--- src/rtl/regfile_mp.sv ---
// Multi-port integer register file: two prioritised write ports, same-cycle
// write-to-read bypass, per-register pending-write scoreboard, post-reset zero sweep.
module regfile_mp #(
  parameter int XLEN     = 32,
  parameter int NREG     = 32,
  parameter int AW       = 5,
  parameter int NRD      = 2,
  parameter int ZERO_REG = 1,
  parameter int BYPASS   = 1
) (
  input  logic                clk,
  input  logic                reset,
  output logic                init_done,
  input  logic [NRD*AW-1:0]   rd_addr,
  output logic [NRD*XLEN-1:0] rd_data,
  output logic [NRD-1:0]      rd_busy,
  input  logic                wr0_en,
  input  logic [AW-1:0]       wr0_addr,
  input  logic [XLEN-1:0]     wr0_data,
  input  logic                wr1_en,
  input  logic [AW-1:0]       wr1_addr,
  input  logic [XLEN-1:0]     wr1_data,
  input  logic                sb_set_en,
  input  logic [AW-1:0]       sb_set_addr
);

  typedef enum logic {CLEAR, RUN} state_e;

  state_e            state_q, state_d;
  logic [AW-1:0]     idx_q, idx_d;
  logic [NREG-1:0]   busy_q, busy_d;
  logic [XLEN-1:0]   mem_q [NREG];

  logic              run;
  logic              wr0_ok, wr1_ok, sb_ok;
  logic [AW-1:0]     ra;
  logic              hit0, hit1;

  assign run       = (state_q == RUN);
  assign init_done = run;
  assign wr0_ok    = run && wr0_en && !((ZERO_REG != 0) && (wr0_addr == '0));
  assign wr1_ok    = run && wr1_en && !((ZERO_REG != 0) && (wr1_addr == '0));
  assign sb_ok     = run && sb_set_en;

  always_comb begin
    state_d = state_q;
    idx_d   = idx_q;
    if (state_q == CLEAR) begin
      idx_d = idx_q + 1'b1;
      if (idx_q == AW'(NREG - 1)) state_d = RUN;
    end
  end

  always_ff @(posedge clk) begin
    if (reset) begin
      state_q <= CLEAR;
      idx_q   <= '0;
    end else begin
      state_q <= state_d;
      idx_q   <= idx_d;
    end
  end

  // Array has no reset so it can map onto RAM; the sweep provides the zeroing.
  always_ff @(posedge clk) begin
    if (!reset) begin
      if (state_q == CLEAR) begin
        mem_q[idx_q] <= '0;
      end else begin
        if (wr0_ok) mem_q[wr0_addr] <= wr0_data;
        if (wr1_ok) mem_q[wr1_addr] <= wr1_data;
      end
    end
  end

  always_comb begin
    busy_d = busy_q;
    for (int unsigned a = 0; a < NREG; a++) begin
      if ((wr0_ok && wr0_addr == AW'(a)) || (wr1_ok && wr1_addr == AW'(a)))
        busy_d[a] = 1'b0;
      if (sb_ok && sb_set_addr == AW'(a))
        busy_d[a] = 1'b1;
    end
    if (ZERO_REG != 0) busy_d[0] = 1'b0;
  end

  always_ff @(posedge clk) begin
    if (reset) busy_q <= '0;
    else       busy_q <= busy_d;
  end

  always_comb begin
    rd_data = '0;
    rd_busy = '0;
    ra      = '0;
    hit0    = 1'b0;
    hit1    = 1'b0;
    if (run) begin
      for (int unsigned p = 0; p < NRD; p++) begin
        ra   = rd_addr[p*AW +: AW];
        hit1 = (BYPASS != 0) && wr1_ok && (wr1_addr == ra);
        hit0 = (BYPASS != 0) && wr0_ok && (wr0_addr == ra);
        if (!((ZERO_REG != 0) && (ra == '0))) begin
          if (hit1)      rd_data[p*XLEN +: XLEN] = wr1_data;
          else if (hit0) rd_data[p*XLEN +: XLEN] = wr0_data;
          else           rd_data[p*XLEN +: XLEN] = mem_q[ra];
          rd_busy[p] = busy_q[ra] & ~(hit0 | hit1);
        end
      end
    end
  end

endmodule

--- config.mk ---
export PLATFORM = sky130hd
export DESIGN_NAME = regfile_mp
export DESIGN_NICKNAME = d
export VERILOG_FILES = /design/src/rtl/regfile_mp.sv
export SDC_FILE = /design/constraint.sdc
export NUM_CORES = 2
export LEC_CHECK = 0
export ABC_CLOCK_PERIOD_IN_PS = 13050
export BUFFER_PORTS_ARGS = -buffer_cell sky130_fd_sc_hd__buf_4
export CAP_MARGIN = 20
export CORE_MARGIN = 2
export CORE_UTILIZATION = 42
export DETAILED_ROUTE_END_ITERATION = 7
export GPL_ROUTABILITY_DRIVEN = 0
export SLEW_MARGIN = 5
export SYNTH_ARGS = -nofsm -noshare
export SYNTH_HDL_FRONTEND = slang
export SYNTH_SLANG_ARGS = --single-unit
--- constraint.sdc ---
create_clock -name clk -period 13.05 [get_ports clk]
set_input_delay 1.9575 -clock clk [delete_from_list [all_inputs] [get_ports clk]]
set_output_delay 1.9575 -clock clk [all_outputs]
set_load 0.005 [all_outputs]
==> flow_summary.ini <==
[global_route]
antenna_found_initial = 5
grt_max_degree = 90
gr-total-overflow = 0
grt_usage = 0.3084
grt_pass1_wl_um = 335500
grt_pass1_vias = 45210

[setup_path]
end_kind = primary output
path_buf_inv = 4
reg2regPathDepth = 8
worst_r2r_endpoint = mem_q[17][14]$_DFFE_PP_
worstSetupPathType = primary input to primary output
cp.depth = 10
crit_chain = buf_6 -> buf_4 -> xor2_1 -> nor3_1 -> nand3_1 -> nand4b_1 -> buf_4 -> o21bai_1 -> nand3_1 -> buf_4
critPathArrivalTime_ns = 6.11
critPathTopFamily = buffers and inverters
crit_slowest_cell = buf_4
r2r_slack_ns = 8.28
cp_max_fo = 36
cpPeakStageDelay_ns = 0.73
cp-start-kind = primary input
crit_top_cell = buf_4
endpoint = rd_data[39]
critPathLaunch = rd_addr[9]
required_ns = 11.09
rr_startpoint = init_done$_SDFF_PP0_

[worst_hold_path]
hp-start = busy_q[27]$_SDFFE_PP0P_
min-delay-path-class = flip-flop to flip-flop

[die]
coreArea_um2 = 147700
rows = 141
start_util = 0.4227
die_w_um = 389.5
io_pins = 161
die_h_um = 389.5
dieArea_um2 = 151700

[clocking]
cts-root-buf = clkbuf_16
cts_resized = 0
ctsHoldBuffers = 0
cts_tree = yes
htreeDepth = 3
post_cts_buffers = 0
cts_buffers = 114
clock_latency_ns = 0.76
clk_pin_slew_worst_paths_ns = 0.07
cts_sinks = 1061
clk_path_buf_depth = 3

[detailed_routing]
detail_route.iter0.violations = 7318
vias = 48050
viasPerCell = 6.598
wl_per_cell_um = 32.71
post-route-drc-count = 27
drt_first_pass_iters = 8
wirelength_um = 238200
postRouteAntennaNets = 0

[synth]
synth.cell_area_um2 = 62420
synth_edf_count = 1024
synthAdderAreaFrac = 0.0004009
ys_ff_latch = 1061
synth_xor_area_frac = 0.003227
ys.flop_type = edfxtp_1
synth-simple-area-share = 0.09812
synth_compound_gate_area_share = 0.1336
avgSynthCellArea_um2 = 11.35
synth.distinct_cells = 50
async_flop_share = 0
synth_nets = 5596
syn_inst = 5500
synth_top_family_by_area = multiplexers
synthMuxAreaShare = 0.2082
seq_area_frac_synth = 0.5045
yosysWarnings = 0

[power]
peakVddDrop_uv = 102.8
pwr-share-clk = 0.431
seqPwrFrac = 0.488
leakage_nw = 20.42
power.density_nw_per_um2 = 110.0
p_sw_mw = 1.836
switching_share = 0.2410
power_mw = 7.617
comb_power_share = 0.081
p_int_mw = 5.781

[layout]
area_delta_synth_final_pct = 10.89
drive_gt1_frac = 0.1921
nets = 5350
final_cell_count_no_fill = 7283

[sta]
slew_viol_final = 0
final-setup-viol-count = 0
rsz0062_at_grt = no
slew_headroom = 0.2117
fmax_ghz = 0.1240
skew_ns = 0.03534
fin_setup_tns_ns = 0
period_share = 0.6181
worstMarginPinSlew_ns = 1.180
setup_ws_ns = 4.984
hold_viol = 0
final.min_clock_period_ns = 8.066

[place]
dp_cells = 7040
portBuffers = 160
dp_hpwl_um = 133200
place_ws_ns = 5.147

[run]
drv_cap = 0

[status]
violations = design-rule violations
status = finished with violations
## kinds of logic (layout without fill, tap and decap cells)
logic type      after synthesis  count (layout)
compound gates             1426            1426
xor+xnor                     23              23
fa+ha+maj                     2               2
buf+inv                     759             611
flops                      1061            1061
mux                         739             739
other cells                   0               1
simple gates               1490            1490
## cells in the mapped netlist (5+ instances only)
master,number,area [um2]
a211o_1,6,52.55
o32a_1,58,580.6
dfxtp_1,37,740.7
xor2_1,18,157.7
mux4_2,446,10040
xnor2_1,5,43.79
o221ai_1,64,560.5
edfxtp_1,1024,30750
nand2b_1,53,331.6
clkbuf_1,458,1719
o21ai_0,507,2537
mux2_2,10,112.6
buf_6,20,225.2
nor3_1,16,80.08
o22ai_1,95,594.3
buf_1,57,214.0
nand2_1,1083,4065
and2_1,33,206.5
clkinv_1,61,229.0
o21ai_1,500,2502
nand3_1,14,70.07
a21oi_1,30,150.1
buf_4,16,120.1
a31oi_1,60,375.4
nor2b_1,70,437.9
a32oi_1,31,271.5
a221o_1,58,580.6
nor3b_1,8,60.06
o21bai_1,7,52.55
mux2i_1,277,2773
or2_1,5,31.28
mux2_1,6,67.56
a22oi_1,6,45.04
buf_2,143,715.7
nor2_1,191,716.9
## worst min path at each step
stage,endpoint,cells past startpoint
floorplan,busy_q[10]$_SDFFE_PP0P_,2
detailed placement,busy_q[22]$_SDFFE_PP0P_,2
CTS,busy_q[22]$_SDFFE_PP0P_,2
global route,busy_q[16]$_SDFFE_PP0P_,2
global placement,busy_q[18]$_SDFFE_PP0P_,2
finish,busy_q[27]$_SDFFE_PP0P_,2
## metrics by stage
stage          hold WS (ns)    util  instance area, um2
2_1_floorplan        0.4993       -               62420
3_3_place_gp         0.5137  0.4388               64790
3_5_place_dp         0.5299  0.4407               65070
4_1_cts              0.5460  0.4655               68740
5_1_grt              0.5782  0.4687               69210
6_report             0.5527  0.4687               69220
## routing by layer
layer  vias to the layer above  global-route usage  wire (um)
met5                         -                   0         34
met4                         4              0.1476      12410
met3                       638             0.07083      29460
met2                      3358              0.4752     107300
met1                     23740              0.4130      89020
li1                      20310                   -          -
## sequential cells by signal (all words and copies together) (netlist names)
| name | flops |
|---|---|
| busy_q | 31 |
| idx_q | 5 |
| init_done | 1 |
| mem_q | 1024 |
## layout by cell type, fill, tap and decap left out, types with 22 or more instances in the layout
master,instances
a221o_1,58
o22ai_4,23
nand2_1,1053
o32a_1,58
nand2_4,28
mux4_2,446
nor2_1,188
a21oi_1,22
o21ai_0,507
dfxtp_1,37
mux2i_1,277
a31oi_1,58
clkbuf_16,116
o22ai_1,72
o221ai_1,64
clkinv_1,92
a32oi_1,31
nand2b_1,49
and2_1,33
edfxtp_1,1024
buf_4,274
buf_8,41
nor2b_1,70
o21ai_1,500
clkbuf_1,23
## power groups by stage
stage | Combinational, mW | Clock (mW) | Sequential, mW
after floorplan | 0.399 | 0 | 3.78
after global placement | 0.596 | 0 | 3.78
after detailed placement | 0.601 | 0 | 3.79
after CTS | 0.602 | 3.29 | 3.71
after global routing | 0.642 | 3.41 | 3.71
final | 0.621 | 3.28 | 3.71
## area by class of cell
type / count / area, um2
Fill cell: 13000 / 78450
Tap cell: 1930 / 2415
Timing Repair Buffer: 333 / 3008
Inverter: 64 / 240.2
Sequential cell: 1061 / 31490
Antenna cell: 1 / 2.502
Clock buffer: 139 / 2989
Multi-Input combinational cell: 3680 / 28400
Clock inverter: 75 / 675.6
## worst register-to-register path: stages (launching register included)
cell	delay [ns]
dfxtp_1	0.33
nand2_1	0.10
a211oi_4	0.21
buf_4	0.75
mux2i_1	0.77
nand2b_1	0.39
nand2b_1	0.29
a21oi_4	0.81
buf_4	0.70
No activity file was read; power rests on OpenSTA's default activity.
